### config.mk
export PLATFORM = sky130hd
export DESIGN_NAME = pci_bus_arbiter
export DESIGN_NICKNAME = d
export VERILOG_FILES = /design/src/rtl/pci_bus_arbiter.sv
export SDC_FILE = /design/constraint.sdc
export NUM_CORES = 1
export LEC_CHECK = 0
export ABC_AREA = 1
export CAP_MARGIN = 15
export CORE_ASPECT_RATIO = 1.2
export CORE_MARGIN = 2
export CORE_UTILIZATION = 45
export DETAILED_ROUTE_END_ITERATION = 8
export PLACE_DENSITY = 0.68
export SLEW_MARGIN = 20
export SYNTH_ARGS = -nofsm -noshare
export SYNTH_HDL_FRONTEND = slang
export SYNTH_SLANG_ARGS = --single-unit
### constraint.sdc
create_clock -name clk -period 1.78 [get_ports clk]
set_input_delay 0.356 -clock clk [delete_from_list [all_inputs] [get_ports clk]]
set_output_delay 0.356 -clock clk [all_outputs]
set_load 0.02 [all_outputs]
### src/rtl/pci_bus_arbiter.sv
// Round-robin PCI bus arbiter: registered one-hot active-low GNT_, bus parking,
// revocation of unused grants and pre-emption of the owner when others wait.
module pci_bus_arbiter #(
  parameter int NUM_MASTERS = 4,
  parameter int PARK_MASTER = 0,
  parameter int GNT_TIMEOUT = 16,
  localparam int OW = (NUM_MASTERS > 1) ? $clog2(NUM_MASTERS) : 1,
  localparam int TW = $clog2(GNT_TIMEOUT)
) (
  input  logic                   clk,
  input  logic                   reset_,
  input  logic [NUM_MASTERS-1:0] REQ_,
  input  logic                   FRAME_,
  input  logic                   IRDY_,
  output logic [NUM_MASTERS-1:0] GNT_,
  output logic [OW-1:0]          owner,
  output logic                   owner_vld,
  output logic                   timeout_err,
  output logic [1:0]             state_dbg
);

  // Handshake: a master requests by holding REQ_[i] low; it may start a
  // transaction (FRAME_ low) only on a bus-idle edge where its GNT_ is low.
  // GNT_ is withdrawn once the master stops requesting, never uses it, or
  // another master is waiting; a started transaction always runs to bus idle.
  typedef enum logic [1:0] {
    S_IDLE    = 2'd0,
    S_PARKED  = 2'd1,
    S_GRANTED = 2'd2,
    S_BUSY    = 2'd3
  } state_t;

  localparam logic [NUM_MASTERS-1:0] ONE       = {{(NUM_MASTERS-1){1'b0}}, 1'b1};
  localparam logic [NUM_MASTERS-1:0] PARK_MASK = ONE << PARK_MASTER;
  localparam logic [OW-1:0]          PARK_IDX  = OW'(PARK_MASTER);
  localparam logic [OW-1:0]          LAST_IDX  = OW'(NUM_MASTERS - 1);
  localparam logic [TW-1:0]          TCNT_MAX  = TW'(GNT_TIMEOUT - 1);

  state_t                   state, state_nxt;
  logic [NUM_MASTERS-1:0]   gnt_nxt;
  logic [OW-1:0]            owner_nxt, rr_ptr, rr_nxt, winner, cand;
  logic                     vld_nxt, terr_nxt, found;
  logic [TW-1:0]            tcnt, tcnt_nxt;
  logic                     bus_idle, any_req, other_req, nonpark_req;
  logic [NUM_MASTERS-1:0]   owner_mask;

  assign bus_idle    = FRAME_ & IRDY_;
  assign any_req     = ~&REQ_;
  assign owner_mask  = ONE << owner;
  assign other_req   = |(~REQ_ & ~owner_mask);
  assign nonpark_req = |(~REQ_ & ~PARK_MASK);
  assign state_dbg   = state;

  // First requester strictly after rr_ptr, wrapping at NUM_MASTERS.
  always_comb begin
    winner = '0;
    cand   = '0;
    found  = 1'b0;
    for (int k = 1; k <= NUM_MASTERS; k++) begin
      cand = OW'((int'(rr_ptr) + k) % NUM_MASTERS);
      if (!found && !REQ_[cand]) begin
        winner = cand;
        found  = 1'b1;
      end
    end
  end

  always_comb begin
    state_nxt = state;
    gnt_nxt   = GNT_;
    owner_nxt = owner;
    vld_nxt   = owner_vld;
    terr_nxt  = 1'b0;
    rr_nxt    = rr_ptr;
    tcnt_nxt  = tcnt;
    case (state)
      S_IDLE: begin
        gnt_nxt = '1;
        vld_nxt = 1'b0;
        if (bus_idle) begin
          vld_nxt = 1'b1;
          if (any_req) begin
            state_nxt = S_GRANTED;
            gnt_nxt   = ~(ONE << winner);
            owner_nxt = winner;
            tcnt_nxt  = '0;
          end else begin
            state_nxt = S_PARKED;
            gnt_nxt   = ~PARK_MASK;
            owner_nxt = PARK_IDX;
          end
        end
      end
      S_PARKED: begin
        if (!FRAME_) begin
          state_nxt = S_BUSY;
          rr_nxt    = PARK_IDX;
        end else if (nonpark_req) begin
          state_nxt = S_IDLE;
          gnt_nxt   = '1;
          vld_nxt   = 1'b0;
        end
      end
      S_GRANTED: begin
        if (!FRAME_) begin
          state_nxt = S_BUSY;
          rr_nxt    = owner;
        end else if (REQ_[owner]) begin
          state_nxt = S_IDLE;
          gnt_nxt   = '1;
          vld_nxt   = 1'b0;
        end else if (tcnt == TCNT_MAX) begin
          state_nxt = S_IDLE;
          gnt_nxt   = '1;
          vld_nxt   = 1'b0;
          terr_nxt  = 1'b1;
          rr_nxt    = owner;
        end else begin
          tcnt_nxt = tcnt + 1'b1;
        end
      end
      S_BUSY: begin
        if (bus_idle) begin
          state_nxt = S_IDLE;
          gnt_nxt   = '1;
          vld_nxt   = 1'b0;
        end else if (REQ_[owner] || other_req) begin
          // Once withdrawn the grant stays off until the bus returns idle.
          gnt_nxt = '1;
        end
      end
      default: state_nxt = S_IDLE;
    endcase
  end

  always_ff @(posedge clk or negedge reset_) begin
    if (!reset_) begin
      state       <= S_IDLE;
      GNT_        <= '1;
      owner       <= '0;
      owner_vld   <= 1'b0;
      timeout_err <= 1'b0;
      rr_ptr      <= LAST_IDX;
      tcnt        <= '0;
    end else begin
      state       <= state_nxt;
      GNT_        <= gnt_nxt;
      owner       <= owner_nxt;
      owner_vld   <= vld_nxt;
      timeout_err <= terr_nxt;
      rr_ptr      <= rr_nxt;
      tcnt        <= tcnt_nxt;
    end
  end

endmodule

==> run_results.csv <==
group,metric,value,unit
route,drc,0,
cells_and_area,n_antenna_cell,0,
hold_path,hold_path_class,"input port to asynchronous set/reset pin",
grt,grtUsageMet3,0.0167,
setup_path,critPathArrivalTime,1.36,ns
power_and_ir_drop,p_leak,0.854,nW
placed_design,place_hpwl,2.52,mm
placed_design,gp_congestion,0.793,
route,viasPerCell,5.08,
grt,top_usage_layer,"met2",
flow_run,cap_violations,0,
sta,whs,0.386,ns
grt,grt_max_degree,12,
synthesis,postSynthAreaPerCell,6.84,um^2
setup_path,cp.required,1.42,ns
cells_and_area,final_cell_mix,"nand2_1, inv_1, nor2_1, clkdlybuf4s50_1, buf_4",
cells_and_area,area_growth,25.3,%
cells_and_area,nFillCells,268,
setup_path,end_kind,"output port",
die,start_util,0.469,
sta,skew,0.00433,ns
clock_tree,cts_buffers,3,
setup_path,crit_path_start_kind,"register",
cells_and_area,multi_input_area,802,um^2
power_and_ir_drop,ir_drop,904,uV
die,die-area,0.00335,mm^2
placed_design,io_buffers,17,
route,wire_per_inst,12.2,um
power_and_ir_drop,power,2.66,mW
sta,fmax,0.583,GHz
clock_tree,cts.path.max_buffers,2,
die,core,0.00279,mm^2
grt,first_global_vias,1297,
placed_design,placed_cells,251,
setup_path,crit_family,"buffers and inverters",
setup_path,worstPathMaxFanout,9,
synthesis,ys_warn_count,0,
setup_path,critPathBufInv,1,
synthesis,yosysUniqueCellTypes,29,
clock_tree,clock_latency,0.28,ns
synthesis,async_flop_share,1.00,
die,die_w,53.2,um
clock_tree,cts.reportedPaths.clkPinSlew,0.09,ns
sta,finalMaxSlewViolations,0,
setup_path,critPathSlowestCell,"clkdlybuf4s50_1",
sta,max_slew_margin,0.697,
cells_and_area,final_common_cell,"nand2_1",
route,drt_first_pass_iters,4,
setup_path,critPathMaxStageDelay,0.63,ns
synthesis,synth_seq_area_share,0.312,
clock_tree,cts_sinks,16,
grt,grt_util_met2,0.406,
route,routed_wl,3.12,mm
run_status,outcome,"completed",
grt,grt_pass1_wl,5.28,mm
sta,finalSetupViolCount,0,
cells_and_area,drive_above_1_share,0.221,
grt,grt_use_total,0.203,
synthesis,synth_flop_cell,"dfrtp_1",
synthesis,syn_inst,191,
sta,period_needed,1.72,ns
sta,grt_setup_unrepaired,"no",
route,ant_nets,0,
sta,finalCritPeriodShare,0.964,
cells_and_area,final_cells,256,
route,via_count,1301,
sta,hold_viol,0,
die,die_h,63.0,um
die,num_rows,21,
synthesis,synth_edf_count,0,
route,drtIter0Drc,44,
synthesis,ys_ff_latch,16,
setup_path,critical_path_class,"register to output port",
die,pin_count,18,
clock_tree,cts_tree,"built",
cells_and_area,fin_nets,236,
power_and_ir_drop,power_density,1620,mW/mm^2
sta,worst_pin_slew,0.453,ns
synthesis,syn-num-nets,204,
grt,use_met1,0.228,
grt,grt_overflow,0,
synthesis,syn-cell-area,0.00131,mm^2
grt,antenna_found_initial,0,
clock_tree,clockRootBuffer,"clkbuf_4",
clock_tree,cts_max_level,1,
cells_and_area,final_util,0.588,
cells_and_area,seqCellArea,409,um^2
setup_path,worstPathCellList,"clkdlybuf4s50_1",
## path summary, 6_finish.rpt
check	start	endpoint	slack (ns)	depth (start not counted)
min in group clk	GNT_[1]	GNT_[1]	0.47	2
max	owner[0]	owner[0]	0.06	1
min	reset_	owner[0]	0.39	1
min reg2reg	GNT_[1]	GNT_[1]	0.47	2
max in group asynchronous	reset_	tcnt[3]	0.93	2
max reg2reg	tcnt[0]	GNT_[2]	0.12	10
## flip-flops by register name, indices dropped and copies added (netlist names)
| register | flops |
|---|---|
| GNT_ | 4 |
| owner | 2 |
| owner_vld | 1 |
| rr_ptr | 2 |
| state_dbg | 2 |
| tcnt | 4 |
| timeout_err | 1 |
## power by group
group	internal, mW	switching [mW]
Clock	0.0867	0.109
Sequential	0.511	0.135
Combinational	0.706	1.11
## cells by family after synthesis
kind of cell | share of synthesized area
buf+inv | 0.0757
simple gates | 0.429
fa+ha+maj | 0.0479
flops | 0.312
xor+xnor | 0.0134
compound gates | 0.122
## layout make-up
class,instances,area share
timing repair buffer,30,0.172
tap,34,0.0260
sequential,16,0.250
clock buffer,4,0.0161
multi-input combinational,152,0.490
inverter,20,0.0459
## what timing repair did
| action | CTS | global route |
|---|---|---|
| hold buffers | 0 | 0 |
| gates cloned | 0 | 0 |
| pin swaps | 0 | 1 |
| setup buffers | 0 | 1 |
| resized for setup | 4 | 4 |
| endpoints found under the setup margin | 4 | 12 |
## stage by stage
step	worst slack, ns	cell area [um^2]	setup TNS (ns)
2_1_floorplan	0.0273	1310	0
3_3_place_gp	-0.103	1590	-0.807
5_1_grt	0.00101	1640	0
6_report	0.0648	1640	0
4_1_cts	0.00474	1610	0
3_5_place_dp	-0.139	1590	-1.38
## synth_stat cells (3+ instances only)
cell type	number	share of area
inv_2	3	0.0086
dfstp_2	6	0.12
nand2_1	74	0.21
nor2_1	12	0.034
nand3_1	9	0.034
nand4_1	8	0.038
dfrtp_1	10	0.19
nand2_2	7	0.034
o21ai_1	5	0.019
inv_1	17	0.049
a21oi_1	3	0.011
nand3_2	6	0.046
ha_1	5	0.048
o21ai_0	10	0.038
## layer usage
| metal | routed length (um) | share of wire | up-vias |
|---|---|---|---|
| li1 | - | - | 682 |
| met1 | 1310 | 0.42 | 602 |
| met2 | 1720 | 0.55 | 15 |
| met3 | 72 | 0.023 | 2 |
| met4 | 12 | 0.0039 | 0 |
| met5 | 0 | 0 | - |
(Power assumes the default switching activity.)
